`config.mk`:
```
export PLATFORM = sky130hd
export DESIGN_NAME = uart_rx_fifo
export DESIGN_NICKNAME = d
export VERILOG_FILES = /design/src/rtl/uart_rx_fifo.sv
export SDC_FILE = /design/constraint.sdc
export NUM_CORES = 1
export LEC_CHECK = 0
export ABC_CLOCK_PERIOD_IN_PS = 1980
export CAP_MARGIN = 25
export CORE_MARGIN = 2
export CORE_UTILIZATION = 52
export CTS_CLUSTER_SIZE = 10
export DETAILED_ROUTE_END_ITERATION = 6
export PLACE_DENSITY = 0.81
export SLEW_MARGIN = 10
export SYNTH_ARGS = -nofsm -noshare
export SYNTH_HDL_FRONTEND = slang
export SYNTH_SLANG_ARGS = --single-unit
```
`constraint.sdc`:
```
create_clock -name clk -period 1.98 [get_ports clk]
set_input_delay 0.297 -clock clk [delete_from_list [all_inputs] [get_ports clk]]
set_output_delay 0.297 -clock clk [all_outputs]
set_load 0.01 [all_outputs]
```
`src/rtl/uart_rx_fifo.sv`:
```
`default_nettype none
// ============================================================================
// uart_rx_fifo : parametrised UART receiver feeding a show-ahead receive FIFO
// Rev 1.0 : initial release
// ============================================================================
module uart_rx_fifo #(
  parameter int DATA_BITS    = 8,
  parameter int CLKS_PER_BIT = 10,
  parameter int PARITY_EN    = 0,
  parameter int PARITY_ODD   = 0,
  parameter int FIFO_DEPTH   = 4
) (
  input  logic                          clk,
  input  logic                          n_rst,
  input  logic                          serial_in,
  input  logic                          data_read,
  output logic [DATA_BITS-1:0]          rx_data,
  output logic                          data_ready,
  output logic [$clog2(FIFO_DEPTH):0]   fifo_count,
  output logic                          framing_error,
  output logic                          parity_error,
  output logic                          overrun_error
);

  localparam int AW   = $clog2(FIFO_DEPTH);
  localparam int CW   = AW + 1;
  localparam int CNTW = $clog2(CLKS_PER_BIT);
  localparam int BW   = $clog2(DATA_BITS);

  localparam logic [CNTW-1:0] BIT_LAST   = CNTW'(CLKS_PER_BIT - 1);
  localparam logic [CNTW-1:0] HALF_LAST  = CNTW'(CLKS_PER_BIT / 2 - 1);
  localparam logic [BW-1:0]   DATA_LAST  = BW'(DATA_BITS - 1);
  localparam logic [CW-1:0]   FULL_COUNT = CW'(FIFO_DEPTH);
  localparam logic            PAR_ODD    = (PARITY_ODD != 0);

  localparam logic [2:0] ST_IDLE   = 3'd0;
  localparam logic [2:0] ST_START  = 3'd1;
  localparam logic [2:0] ST_DATA   = 3'd2;
  localparam logic [2:0] ST_PARITY = 3'd3;
  localparam logic [2:0] ST_STOP   = 3'd4;

  logic                 sync_q, rx_s_q, rx_prev_q;
  logic [2:0]           state_q, state_d;
  logic [CNTW-1:0]      clk_cnt_q, clk_cnt_d;
  logic [BW-1:0]        bit_cnt_q, bit_cnt_d;
  logic [DATA_BITS-1:0] shift_q, shift_d;
  logic                 par_fail_q, par_fail_d;
  logic                 framing_error_q, framing_error_d;
  logic                 parity_error_q, parity_error_d;
  logic                 wr_pend_q, wr_pend_d;

  logic [AW-1:0]        wr_ptr_q, wr_ptr_d;
  logic [AW-1:0]        rd_ptr_q, rd_ptr_d;
  logic [CW-1:0]        count_q, count_d;
  logic                 overrun_q, overrun_d;
  logic [DATA_BITS-1:0] fifo_mem_q [FIFO_DEPTH];

  logic fall, half_done, bit_done, par_bad;
  logic pop, full, push, drop;

  assign fall      = rx_prev_q & ~rx_s_q;
  assign half_done = (clk_cnt_q == HALF_LAST);
  assign bit_done  = (clk_cnt_q == BIT_LAST);
  // Parity bit is folded into the XOR of the data; the result must equal the odd/even selector.
  assign par_bad   = (PARITY_EN != 0) && (((^shift_q) ^ rx_s_q) != PAR_ODD);

  always_ff @(posedge clk or negedge n_rst) begin
    if (!n_rst) begin
      state_q <= ST_IDLE;
    end else begin
      state_q <= state_d;
    end
  end

  always_comb begin
    state_d = state_q;
    unique case (state_q)
      ST_IDLE:   if (fall) state_d = ST_START;
      ST_START:  if (half_done) state_d = rx_s_q ? ST_IDLE : ST_DATA;
      ST_DATA:   if (bit_done && (bit_cnt_q == DATA_LAST))
                   state_d = (PARITY_EN != 0) ? ST_PARITY : ST_STOP;
      ST_PARITY: if (bit_done) state_d = ST_STOP;
      ST_STOP:   if (bit_done) state_d = ST_IDLE;
      default:   state_d = ST_IDLE;
    endcase
  end

  always_comb begin
    clk_cnt_d       = clk_cnt_q + CNTW'(1);
    bit_cnt_d       = bit_cnt_q;
    shift_d         = shift_q;
    par_fail_d      = par_fail_q;
    framing_error_d = framing_error_q;
    parity_error_d  = parity_error_q;
    wr_pend_d       = 1'b0;
    unique case (state_q)
      ST_IDLE: begin
        clk_cnt_d = '0;
        if (fall) begin
          bit_cnt_d       = '0;
          par_fail_d      = 1'b0;
          framing_error_d = 1'b0;
          parity_error_d  = 1'b0;
        end
      end
      ST_START: if (half_done) clk_cnt_d = '0;
      ST_DATA: if (bit_done) begin
        clk_cnt_d = '0;
        shift_d   = {rx_s_q, shift_q[DATA_BITS-1:1]};
        bit_cnt_d = bit_cnt_q + BW'(1);
      end
      ST_PARITY: if (bit_done) begin
        clk_cnt_d  = '0;
        par_fail_d = par_bad;
      end
      // Only a clean frame raises the write request serviced on the following edge.
      ST_STOP: if (bit_done) begin
        clk_cnt_d       = '0;
        framing_error_d = ~rx_s_q;
        parity_error_d  = par_fail_q;
        wr_pend_d       = rx_s_q & ~par_fail_q;
      end
      default: clk_cnt_d = '0;
    endcase
  end

  assign pop  = data_read && (count_q != '0);
  assign full = (count_q == FULL_COUNT);
  assign push = wr_pend_q && (!full || pop);
  assign drop = wr_pend_q && full && !pop;

  always_comb begin
    wr_ptr_d  = push ? wr_ptr_q + AW'(1) : wr_ptr_q;
    rd_ptr_d  = pop  ? rd_ptr_q + AW'(1) : rd_ptr_q;
    count_d   = count_q;
    if (push && !pop) begin
      count_d = count_q + CW'(1);
    end else if (pop && !push) begin
      count_d = count_q - CW'(1);
    end
    overrun_d = overrun_q;
    if (drop) begin
      overrun_d = 1'b1;
    end else if (pop) begin
      overrun_d = 1'b0;
    end
  end

  always_ff @(posedge clk or negedge n_rst) begin
    if (!n_rst) begin
      sync_q          <= 1'b1;
      rx_s_q          <= 1'b1;
      rx_prev_q       <= 1'b1;
      clk_cnt_q       <= '0;
      bit_cnt_q       <= '0;
      shift_q         <= '0;
      par_fail_q      <= 1'b0;
      framing_error_q <= 1'b0;
      parity_error_q  <= 1'b0;
      wr_pend_q       <= 1'b0;
      wr_ptr_q        <= '0;
      rd_ptr_q        <= '0;
      count_q         <= '0;
      overrun_q       <= 1'b0;
    end else begin
      sync_q          <= serial_in;
      rx_s_q          <= sync_q;
      rx_prev_q       <= rx_s_q;
      clk_cnt_q       <= clk_cnt_d;
      bit_cnt_q       <= bit_cnt_d;
      shift_q         <= shift_d;
      par_fail_q      <= par_fail_d;
      framing_error_q <= framing_error_d;
      parity_error_q  <= parity_error_d;
      wr_pend_q       <= wr_pend_d;
      wr_ptr_q        <= wr_ptr_d;
      rd_ptr_q        <= rd_ptr_d;
      count_q         <= count_d;
      overrun_q       <= overrun_d;
    end
  end

  // Storage needs no reset: the head is masked to zero whenever the count is zero.
  always_ff @(posedge clk) begin
    if (push) begin
      fifo_mem_q[wr_ptr_q] <= shift_q;
    end
  end

  assign data_ready    = (count_q != '0);
  assign rx_data       = data_ready ? fifo_mem_q[rd_ptr_q] : '0;
  assign fifo_count    = count_q;
  assign framing_error = framing_error_q;
  assign parity_error  = parity_error_q;
  assign overrun_error = overrun_q;

endmodule
`default_nettype wire
```
==> Word-level counts from Yosys, hierarchy flattened <==
Memory sizes are Yosys's and may differ from the RTL's.
Cells that the tools add are included.
{ "op_classes": {"n_addsub": 6, "multipliers": 0, "n_div": 0, "order_cmp": 0, "eq_ne": 14, "n_shift": 0, "n_mux": 29, "n_bitwise": 4, "reduce_logical": 24} }
{ "ops": {"columns": ["op", "n"], "rows": [
  ["two-way mux 3 bit", 9],
  ["one-hot mux 3 bit (5 select lines)", 1],
  ["inequality test 2 bit, second input constant", 6],
  ["two-way mux 1 bit", 10],
  ["nonzero test 2 bit", 5],
  ["== test 3 bit, second input constant", 3],
  ["AND reduction 3 bit", 3],
  ["two-way mux 4 bit", 2],
  ["two-way mux 8 bit", 1],
  ["one-hot mux 4 bit (2 select lines)", 1],
  ["logical AND 1 bit", 7],
  ["adder 3 x 1 -> 3 bit, second input constant", 2],
  ["== test 3 x 2 -> 1 bit, second input constant", 2],
  ["one-hot mux 1 bit (2 select lines)", 3],
  ["one-hot mux 3 bit (2 select lines)", 1],
  ["AND reduction 5 bit", 1],
  ["adder 2 x 1 -> 2 bit, second input constant", 2],
  ["adder 4 x 1 -> 4 bit, second input constant", 1],
  ["== test 4 x 3 -> 1 bit, second input constant", 1],
  ["== test 4 bit, second input constant", 1],
  ["== test 3 x 1 -> 1 bit, second input constant", 1],
  ["logical NOT 1 bit", 3],
  ["logical NOT 3 bit", 1],
  ["nonzero test 3 bit", 1],
  ["7 further kinds", 9]
]} }
{ "totals": {"regBits": 33, "latch_bits": 0, "mem_bits_rw": 32, "mem_bits_ro": 0, "inputBits": 4, "out_inout_bits": 15, "elab_cells": 93, "mem_count": 1} }
{ "mem_list": {"columns": ["memory", "depth", "word_bits", "read_ports", "rd_clocked_by_memory_dff", "wr", "line", "rtl"], "rows": [
  ["fifo_mem_q", 4, 8, 1, 0, 1, "56", "logic [DATA_BITS-1:0] fifo_mem_q [FIFO_DEPTH];"]
]} }

==> Longest topological paths before layout <==
Gate-level depths: netlist of the first run.
{ "logic_depth": {"depth_word": 8, "depth_mapped": 8, "ltp_nobuf": 8} }

==> Least setup slack after synthesis of the first run <==
Ideal clock, no wire load.
{ "synth_path": {"kind": "reg2reg", "start": "register count_q[1], in the netlist fifo_count[1]", "end": "register count_q[2], in the netlist fifo_count[2]", "setup_ns": 0.079, "arrival_ns": 1.930, "slack_ns": -0.029, "path_stages_with_launch": 9, "path_buffers": 0, "period_less_slack_ns": 2.009, "path_cell_list": "dfrtp_1 -> or3_1 -> nand2_1 -> ha_1 -> inv_1 -> fa_1 -> xor2_1 -> nor2_1 -> xor2_1"} }
{ "synth_between": {"elab_chain_len": 7, "elab_cells_between_ends": 15, "cone_classes": "add/sub: 2; eq/ne: 1; mux: 2; reduce/logical: 10"} }
{ "synth_rtl": {"columns": ["element", "line", "rtl"], "rows": [
  ["start, declared", "54", "logic [CW-1:0] count_q, count_d;"],
  ["start signal, assigned", "178", "count_q <= count_d;"],
  ["parallel branches: the longest is 7 deep, another holds subtractor 3 x 1 -> 3 bit", null, null]
]} }
Parallel ways; which one is timed is not known. The select of a mux whose other input is x is not followed.
A chain may end at the register's enable or synchronous reset.

==> Worst setup path in the final report of the first run <==
{ "layout_path": {"start": "register count_q[0], in the netlist fifo_count[0]", "end": "register count_q[2], in the netlist fifo_count[2]"} }
The elaborated chain is that of the path after synthesis.

==> metrics.md, run 1 <==
| Metric | Value |
|---|---|
| Max Clock Freq | 0.506 GHz |
| Initial antenna violation count | 0 |
| Netlist cell types | 46 |
| Post-DR vias/cell | about 5.4 |
| Final WL | 5120 um |
| Area leader, netlist | edfxtp_1 |
| Crit-path max cell delay | between 0.4 and 0.5 ns |
| Reg clk slew, reported paths | 0.07 ns |
| Drt wl/cell | around 18 um |
| Area contributors post-synth | edfxtp_1, dfrtp_1, mux4_2 |
| Commonest non-fill, non-tap cell in the layout | edfxtp_1 |
| CP bufs+invs | 1 |
| Number of global-route vias before repair | around 1700 |
| Grt met1 use | between 20% and 30% |
| Port Buf Inserts | 17 |
| Final Util | between 60% and 70% |
| Slew Limit Fails | 0 |
| Crit-path most repeated cell | xor2_1 |
| Final Cycle Share | between 90% and 100% |
| CTS tree | yes |
| DR iter-0 viols | between 50 and 60 |
| Syn Area/Cell | approximately 16 um2 |
| Ys async rst share | 49.2% |
| Top delay family on crit path | simple AND/OR/NAND/NOR gates |
| Share of layout cells above drive strength 1 | 35.9% |
| Setup CP Type | reg2reg |
| Worst Slack Setup Final | slightly below 0.005 ns |
| Max Cap Viol | 0 |
| M2 GR Usage | 35.1% |
| Pre-CTS setup slack | -0.263 ns |
| Starting density of the core | 54.1% |
| WP data arrival | roughly 2.2 ns |
| EDFF count, synth | 32 |
| Min cycle time layout | roughly 2.0 ns |
| Post-Syn Nets | 193 |
| Routed Antenna Nets | 0 |
| Crit-path slowest cell | dfrtp_2 |
| Area of the core | about 5100 um2 |
| CP Capture Type | flop |
| Final nets | 230 |
| Fin Clk Skew | approximately 0.0066 ns |
| Synthesis-stage register bit count | 63 |
| Synthesis-to-layout area growth | 22.3% |
| Worst-path fanout max | 2 |
| Die span in y | slightly below 80 um |
| Post-DP HPWL | between 3000 and 4000 um |
| Synth warn | 0 |
| Setup violations, final | 0 |
| Hold Path Class | in2async |
| Hold slack | a little over 0.3 ns |
| GPL Wtd Cong | roughly 0.85 |
| IO Pins | 19 |
| Status | finished clean |
| Clock buffer depth | 2 |
| Mapped Cells | 178 |
| Gr busiest metal | met2 |
| CTS H-tree lvls | 3 |
| Fin. Hold Viols | 0 |
| # fillers | approximately 380 |
| Global-route wire length before repair | 8600 um |
| Total CTS buffers | 9 |
| Ys flop type | edfxtp_1 |
| Worst-Skew Late Latency | around 0.33 ns |
| Post-synth top area share | about a third |
| LEAKAGE | 1.39 nW |
| Placed Instance Area | approximately 3200 um2 |
| GR Overflow Total | 0 |
| Sequential fraction of the synthesis area | roughly 63% |
| Final Instance Area | approximately 3400 um2 |
| Most frequent cells in the layout | edfxtp_1, dfrtp_1, buf_4, ha_1, clkbuf_8 |
| Vias after detailed routing | roughly 1600 |
| RSZ-0062 raised after global routing | yes |
| CP cell instances | or3_4 > nand2_4 > ha_4 > inv_2 > fa_2 > xor2_1 > nor2_1 > xor2_1 |
| Row count | 26 |
| Drt drc | 0 |
| Crit path launch type | flop |
| N_diodes | 0 |
| Mapped Area | 2780 um2 |
| Required @ worst endpoint | 2.22 ns |
| Area of the die | 5950 um2 |
| M3 GR Usage | just under 6% |
| Peak supply drop | between 800 and 900 uV |
| Die Width | around 77 um |
| Power Dens Cells | about 1200 nW/um2 |
| Root Driver | clkbuf_8 |
| Largest net degree at the start of global routing | 18 |
| Clk sinks | 63 |
| Drt pass-1 iters | 4 |
| Total GRT Usage | approximately a fifth |
-- metrics by stage --
stage                     std cells  TNS (ns)  power, mW
after global placement          271    -0.278       2.83
after CTS                       289   -0.0357       3.96
final                           290         0       4.04
after detailed placement        271    -0.504       2.94
after floorplan                 178         0       2.46
after global routing            290    -0.306       4.27
-- worst paths after layout --
path | startpoint | to | slack [ns] | depth (start not counted)
max | fifo_count[0] | fifo_count[2] | 0.005 | 8
min | n_rst | wr_pend_q | 0.31 | 2
max reg2reg | fifo_count[0] | fifo_count[2] | 0.005 | 8
min reg2reg | sync_q | rx_s_q | 0.36 | 0
max in group asynchronous | n_rst | rx_prev_q | 1.40 | 2
min in group clk | sync_q | rx_s_q | 0.36 | 0
-- cell type report --
type,count,area [um2],area share (%)
inverters,9,33.8,0.993
clock inverters,6,61.3,1.80
flip-flops and latches,63,1750,51.3
well taps,70,87.6,2.57
repair buffers,34,352,10.3
clock buffers,10,128,3.75
multi-input cells,98,995,29.2
-- logic make-up (layout without fill, tap and decap cells) --
family,count (synthesis),in the layout,synth area share [%]
AOI/OAI and AO/OA,20,20,5.17
xor gates and xnor gates,8,8,2.52
adders and majority gates,11,11,5.22
buffers and inverters,17,59,3.19
DFF,63,63,62.6
muxes,21,21,12.7
other,1,1,0.135
and+or+nand+nor,37,37,8.50
-- per-layer routing --
| layer | part of all wire, % | vias to the layer above |
|---|---|---|
| met5 | 0 | - |
| met4 | 1.0 | 0 |
| met3 | 3.0 | 5 |
| met2 | 58 | 26 |
| met1 | 38 | 819 |
| li1 | - | 726 |
-- cells in the mapped netlist (2+ instances only) --
library cell and number:
a21oi_1 5, and2_1 12, buf_2 2, buf_4 2, buf_6 2, clkbuf_1 2, dfrtp_1 28, dfstp_2 3
edfxtp_1 32, ha_1 10, inv_1 8, mux2_4 8, mux2i_1 3, mux4_2 8, nand2_1 2, nand3_1 3
nand3b_1 2, nor2_1 5, nor3_1 2, nor3b_1 3, o21ai_1 2, o2bb2ai_1 3, o31a_1 2, xnor2_1 5
xor2_1 3
-- worst reg2reg max path, stage by stage (launching register included) --
cell,delay [ns]
dfrtp_2,0.41
or3_4,0.41
nand2_4,0.09
ha_4,0.13
inv_2,0.04
fa_2,0.32
xor2_1,0.16
nor2_1,0.13
xor2_1,0.19
-- sequential cells by signal (all words and copies together), names as in the netlist --
register,count
bit_cnt_q,3
framing_error,1
shift_q,8
clk_cnt_q,4
rx_s_q,1
wr_ptr_q,2
sync_q,1
rd_ptr_q,2
overrun_error,1
fifo_count,3
fifo_mem_q,32
wr_pend_q,1
state_q,3
rx_prev_q,1
-- timing repair --
action	4_1_cts	5_1_grt
pin swaps	9	1
hold buffers	0	0
gates resized for setup	41	13
setup endpoints to repair	10	11
setup buffers	3	1
-- power by group --
part	switching [mW]	total, mW	internal (mW)
Clock	0.468	1.04	0.576
Combinational	0.561	1.27	0.704
Sequential	0.208	1.73	1.52
Total	1.24	4.04	2.80
(Power assumes the default switching activity.)
==> run 2: changes to the inputs <==
--- a/config.mk
+++ b/config.mk
@@ -8,5 +8,5 @@
 export ABC_CLOCK_PERIOD_IN_PS = 1980
 export CAP_MARGIN = 25
-export CORE_MARGIN = 2
+export CORE_MARGIN = 1
 export CORE_UTILIZATION = 52
 export CTS_CLUSTER_SIZE = 10
==> constraint.sdc (replaced) <==
create_clock -name clk -period 1.98 [get_ports clk]
set_input_delay 0.198 -clock clk [delete_from_list [all_inputs] [get_ports clk]]
set_output_delay 0.198 -clock clk [all_outputs]
set_load 0.01 [all_outputs]
==> run 2 against run 1 <==
  * Power decreased by 3.3%
  * Hold slack got worse by 0.055 ns
  * Count of clock-buffer cells in the layout increased by 5
  * Critical path type unchanged
==> metrics.md, run 2 (synthesis results as in run 1) <==
| Metric | Value |
|---|---|
| DR iter-0 viols | 104 (+79%) |
| Final nets | 233 (+1.3%) |
| Fin. Hold Viols | 0 (unchanged) |
| Hold Path Class | in2async |
| Die Width | 75.1 um (-2.6%) |
| Peak supply drop | 666 uV (-19%) |
| Clock buffer depth | 2 (unchanged) |
| Row count | 26 (unchanged) |
| Final Cycle Share | 97.8% (-2.0 points) |
| Fin Clk Skew | 0.00808 ns (+0.00153 ns) |
| Routed Antenna Nets | 0 (unchanged) |
| Final WL | 4830 um (-5.6%) |
| CTS H-tree lvls | 3 (unchanged) |
| Share of layout cells above drive strength 1 | 33.2% (-2.7 points) |
| Clock power share | 23.7% (-2.1 points) |
| Reg2Reg Setup Slack | 0.04 ns (+0.04 ns) |
| Worst-path fanout max | 5 (+3) |
| Area of the die | 5650 um2 (-5.1%) |
| LEAKAGE | 1.38 nW (-0.89%) |
| Placed cells | 273 (+0.74%) |
| Top reg by flops | fifo_mem_q |
| Port Buf Inserts | 17 (unchanged) |
| Initial antenna violation count | 0 (unchanged) |
| Die span in y | 75.1 um (-2.6%) |
| Total GRT Usage | 19.7% (+0.41 points) |
| Crit path launch type | flop |
| Starting density of the core | 54.1% (unchanged) |
| Drt wl/cell | 16.5 um (-6.6%) |
| Synthesis-to-layout area growth | 19.6% |
| Top Registers | fifo_mem_q: 32 flops, shift_q: 8 flops, clk_cnt_q: 4 flops |
| Most frequent cells in the layout | edfxtp_1, dfrtp_1, buf_4, clkbuf_8 |
| Worst-Skew Late Latency | 0.33 ns (about the same) |
| Area of the core | 5140 um2 (unchanged) |
| Reg clk slew, reported paths | 0.07 ns (about the same) |
| Drt drc | 0 (unchanged) |
| Finished Layout Cells | 293 (+1.0%) |
| Total CTS buffers | 9 (unchanged) |
| # hold bufs at CTS | 0 (unchanged) |
| Number of global-route vias before repair | 1626 (-5.2%) |
| CTS tree | yes |
| Setup CP Type | reg2reg |
| Drt pass-1 iters | 5 (+1) |
| Net Sw Power | 1.19 mW (-4.2%) |
| Internal Power | 2.72 mW (-2.9%) |
| Setup violations, final | 0 (unchanged) |
| RSZ-0062 raised after global routing | yes |
| Final Instance Area | 3330 um2 (-2.2%) |
| Crit-path max cell delay | 0.42 ns (about the same) |
| Root Driver | clkbuf_8 |
| Seq pwr share | 44.0% (+1.2 points) |
| Status | finished clean |
| # fillers | 381 (+1.1%) |
| N_diodes | 0 (unchanged) |
| Switching part of the total | 30.3% (-0.28 points) |
| Post-DP HPWL | 3400 um (-4.3%) |
| CP Capture Type | flop |
| Clk sinks | 63 (unchanged) |
| Gate power share | 32.3% (+1.0 points) |
| Commonest non-fill, non-tap cell in the layout | edfxtp_1 |
| Crit-path slowest cell | fa_2 |
| Placed Instance Area | 3120 um2 (-1.1%) |
| GR Overflow Total | 0 (unchanged) |
| Max Cap Viol | 0 (unchanged) |
| CP cell instances | buf_4 > o31a_1 > ha_4 > inv_1 > fa_2 > mux2_2 |
| Slew Limit Fails | 0 (unchanged) |
| Number of flip-flops under the largest register name | 32 (unchanged) |
| Power Dens Cells | 1170 nW/um2 (-1.1%) |
| Required @ worst endpoint | 2.20 ns (-0.02 ns) |
| Post-DR vias/cell | 5.45 (+0.23%) |
| Largest net degree at the start of global routing | 32 (+14) |
| IO Pins | 19 (unchanged) |
| Global-route wire length before repair | 7690 um (-11%) |
| Max Clock Freq | 0.517 GHz (+2.0%) |
| WP data arrival | 2.15 ns (-0.07 ns) |
| Vias after detailed routing | 1596 (+1.3%) |
| GPL Wtd Cong | 0.834 (-1.8%) |
| Min cycle time layout | 1.94 ns (-0.0394 ns) |
==> run 2: changes by cell type in the layout (fill, tap and decap cells not counted), sizes merged <==
cell	previous run	this run
clkinv	4	1
buf	25	28
bufinv	1	0
clkinvlp	1	0
clkbuf	10	15
==> run 2: final timing paths <==
path / from / to / depth (start not counted)
max reg2reg: fifo_count[0] / fifo_count[1] / 6
min in group clk: serial_in / sync_q / 1
max in group asynchronous: n_rst / rx_s_q / 2
min: n_rst / state_q[0] / 2
min reg2reg: sync_q / rx_s_q / 0
max: fifo_count[0] / fifo_count[1] / 6
==> run 2: metal layers <==
layer	GRT usage [%]	wire length, um	vias to the layer above
li1	-	-	730
met1	21.2	1870	813
met2	34.9	2700	43
met3	6.43	179	10
met4	9.67	82	0
met5	0	0	-
==> run 2: area by class of cell <==
class                   count  area (um2)  share of cell area, %
multi-input cells          98         987                   29.7
clock inverters             1        5.00                  0.150
flip-flops and latches     63        1750                   52.5
well taps                  70        87.6                   2.63
inverters                   9        33.8                   1.02
clock buffers              15         156                   4.70
repair buffers             37         312                   9.36
==> run 2: worst max-delay path: cells and delay by family (launching register included) <==
family / cells / cell delay [ns]
AOI/OAI and AO/OA: 1 / 0.33
adders and majority gates: 2 / 0.60
buffers and inverters: 2 / 0.22
muxes: 1 / 0.27
DFF: 1 / 0.40
==> run 2: power groups by stage <==
| stage | Clock (mW) | Sequential (mW) | Combinational [mW] |
|---|---|---|---|
| after global placement | 0 | 1.71 | 1.11 |
| after global routing | 1.00 | 1.74 | 1.40 |
| after floorplan | 0 | 1.67 | 0.791 |
| final | 0.925 | 1.72 | 1.26 |
| after detailed placement | 0 | 1.74 | 1.17 |
| after CTS | 0.946 | 1.71 | 1.27 |
==> run 2: through the flow <==
step	total power [mW]	TNS [ns]	hold slack [ns]	util (%)	setup slack, ns
floorplan	2.46	0	-0.0976	-	0.00448
global placement	2.82	-0.0902	0.350	60.8	-0.0902
detailed placement	2.91	-0.206	0.351	60.8	-0.139
CTS	3.93	0	0.253	64.4	0.00573
global route	4.14	-0.0162	0.266	64.7	-0.0114
finish	3.91	0	0.255	64.7	0.0443
==> run 2: repair_timing <==
| item | CTS | global route |
|---|---|---|
| endpoints found under the setup margin | 10 | 3 |
| buffers inserted | 3 | 0 |
| cloned | 1 | 0 |
| pin swaps | 2 | 3 |
| resized for setup | 40 | 3 |
==> run 3: changes to the inputs <==
Settings changed: REMOVE_ABC_BUFFERS set to 1, SETUP_SLACK_MARGIN set to 0.2.
==> run 3 against run 2 <==
  * Global-route usage up 0.38 points
  * Clock power up 26%
  * Final cell count up 1.0%
  * Critical path depth up 2
  * Power up 9.2%
  * Design area up 3.7%
  * Register-to-register slack better by 0.07 ns
  * Count of clock-buffer cells in the layout down 4
  * Worst setup slack better by 0.068 ns
  * Routed wire length down 2.6%
  * Utilization up 2.4 points
  * Sequential share of layout area down 2.0 points
  * Highest routed layer unchanged
==> metrics.md, run 3 (synthesis results as in run 1) <==
| Metric | Value |
|---|---|
| Largest net degree at the start of global routing | 32 (unchanged) |
| Worst-path fanout max | 2 (-3) |
| CTS tree | yes |
| Clk sinks | 63 (unchanged) |
| Most frequent cells in the layout | edfxtp_1, dfrtp_1, buf_4, buf_6 |
| Hold Path Class | in2async |
| Post-DP HPWL | 3130 um (-7.8%) |
| Port Buf Inserts | 17 (unchanged) |
| Final Instance Area | 3450 um2 (+3.7%) |
| Number of flip-flops under the largest register name | 32 (unchanged) |
| Total GRT Usage | 20.1% (+0.38 points) |
| Top reg by flops | fifo_mem_q |
| Status | finished clean |
| Seq pwr share | 40.1% (-3.9 points) |
| Worst Slack Setup Final | 0.113 ns (+0.0683 ns) |
| Setup violations, final | 0 (unchanged) |
| CP Capture Type | flop |
| Gate power share | 32.5% (+0.2 points) |
| Fin. Hold Viols | 0 (unchanged) |
| Final TNS setup | 0 ns (unchanged) |
| WP data arrival | 2.12 ns (-0.03 ns) |
| CTS H-tree lvls | 3 (unchanged) |
| IO Pins | 19 (unchanged) |
| Drt drc | 0 (unchanged) |
| Clock buffer depth | 2 (unchanged) |
| Die span in y | 75.1 um (unchanged) |
| Final Util | 67.1% (+2.4 points) |
| Global-route wire length before repair | 7730 um (+0.55%) |
| Synthesis-to-layout area growth | 24.0% |
| Number of global-route vias before repair | 1603 (-1.4%) |
| Share of layout cells above drive strength 1 | 36.7% (+3.5 points) |
| Total CTS buffers | 9 (unchanged) |
| Required @ worst endpoint | 2.23 ns (+0.03 ns) |
| Peak supply drop | 654 uV (-1.9%) |
| Placed cells | 275 (+0.73%) |
| Reg clk slew, reported paths | 0.07 ns (about the same) |
| Clock power share | 27.4% (+3.7 points) |
| Fin Clk Skew | 0.00725 ns (-0.000832 ns) |
| Initial antenna violation count | 0 (unchanged) |
| Final WL | 4710 um (-2.6%) |
| RSZ-0062 raised after global routing | yes |
| Routed Antenna Nets | 0 (unchanged) |
| DR iter-0 viols | 81 (-22%) |
| Area of the die | 5650 um2 (unchanged) |
| Min cycle time layout | 1.87 ns (-0.0683 ns) |
| Max Clock Freq | 0.536 GHz (+3.7%) |
| Top Registers | fifo_mem_q: 32 flops, shift_q: 8 flops, clk_cnt_q: 4 flops |
| Net Sw Power | 1.24 mW (+4.9%) |
| N_diodes | 0 (unchanged) |
| Pre-CTS setup slack | -0.184 ns (-0.0452 ns) |
| Starting density of the core | 54.1% (unchanged) |
| Row count | 26 (unchanged) |
| Area of the core | 5140 um2 (unchanged) |
| Root Driver | clkbuf_8 |
| Commonest non-fill, non-tap cell in the layout | edfxtp_1 |
| Drt pass-1 iters | 4 (-1) |
| Finished Layout Cells | 296 (+1.0%) |
| LEAKAGE | 1.45 nW (+4.9%) |
| Drt wl/cell | 15.9 um (-3.6%) |
| Setup CP Type | reg2reg |
| Placed Instance Area | 3120 um2 (-0.16%) |
| Max Cap Viol | 0 (unchanged) |
| GPL Wtd Cong | 0.843 (+1.1%) |
| Worst-Skew Late Latency | 0.33 ns (about the same) |
| Switching part of the total | 29.2% (-1.2 points) |
| GR Overflow Total | 0 (unchanged) |
| Final Cycle Share | 94.3% (-3.4 points) |
| # fillers | 374 (-1.8%) |
| Post-DR vias/cell | 5.27 (-3.2%) |
| Crit path launch type | flop |
| Power Dens Cells | 1240 nW/um2 (+5.3%) |
| Internal Power | 3.02 mW (+11%) |
| Slew Limit Fails | 0 (unchanged) |
| Vias after detailed routing | 1561 (-2.2%) |
| Die Width | 75.1 um (unchanged) |
| Final nets | 236 (+1.3%) |
-- run 3: changes by cell type in the layout (fill, tap and decap cells not counted), sizes merged --
cell / change
buf: +3
bufinv: +2
clkbuf: -4
clkinv: +2
-- run 3: metal layers --
metal  share of wire (%)  global-route usage (%)
met5                   0                       0
met4                 1.5                    8.85
met3                 4.4                    9.10
met2                  54                    33.9
met1                  40                    21.8
-- run 3: path summary, 6_finish.rpt --
| path | startpoint | endpoint | slack, ns | cells after the start |
|---|---|---|---|---|
| max | fifo_count[1] | fifo_count[2] | 0.11 | 8 |
| min | n_rst | bit_cnt_q[2] | 0.25 | 2 |
| max reg2reg | fifo_count[1] | fifo_count[2] | 0.11 | 8 |
| min reg2reg | sync_q | rx_s_q | 0.36 | 0 |
| max in group asynchronous | n_rst | rx_prev_q | 1.41 | 2 |
| min in group clk | serial_in | sync_q | 0.27 | 1 |
-- run 3: timing repair --
action                     CTS  global route
buffers inserted             4             1
resized for setup           51            14
hold buffers                 0             0
pin swaps                   15             6
setup endpoints to repair   11            31
-- run 3: power groups by stage --
stage	Combinational, mW	Clock, mW	Sequential [mW]
3_3_place_gp	1.13	0	1.71
2_1_floorplan	0.627	0	1.76
4_1_cts	1.29	1.19	1.70
6_report	1.38	1.17	1.71
3_5_place_dp	1.17	0	1.72
5_1_grt	1.52	1.26	1.74
-- run 3: metrics by stage --
step	hold WS [ns]	power [mW]
floorplan	-0.0976	2.38
global placement	0.346	2.84
detailed placement	0.347	2.89
CTS	0.246	4.19
global route	0.254	4.51
finish	0.246	4.26
-- run 3: area by class of cell --
class | instances | area (um2) | area share [%]
timing repair buffer | 40 | 370 | 10.7
sequential | 63 | 1740 | 50.5
tap | 70 | 87.6 | 2.54
inverter | 9 | 33.8 | 0.979
clock inverter | 5 | 73.8 | 2.14
multi-input combinational | 98 | 1010 | 29.3
clock buffer | 11 | 131 | 3.81
-- run 3: worst max-delay path, stage by stage (launching register included) --
cell and delay [ns]:
dfrtp_1 0.39, or3_4 0.41, nand2_4 0.09, ha_4 0.14, inv_2 0.03, fa_2 0.32, xor2_1 0.14, nor2_1 0.10
xor2_1 0.17
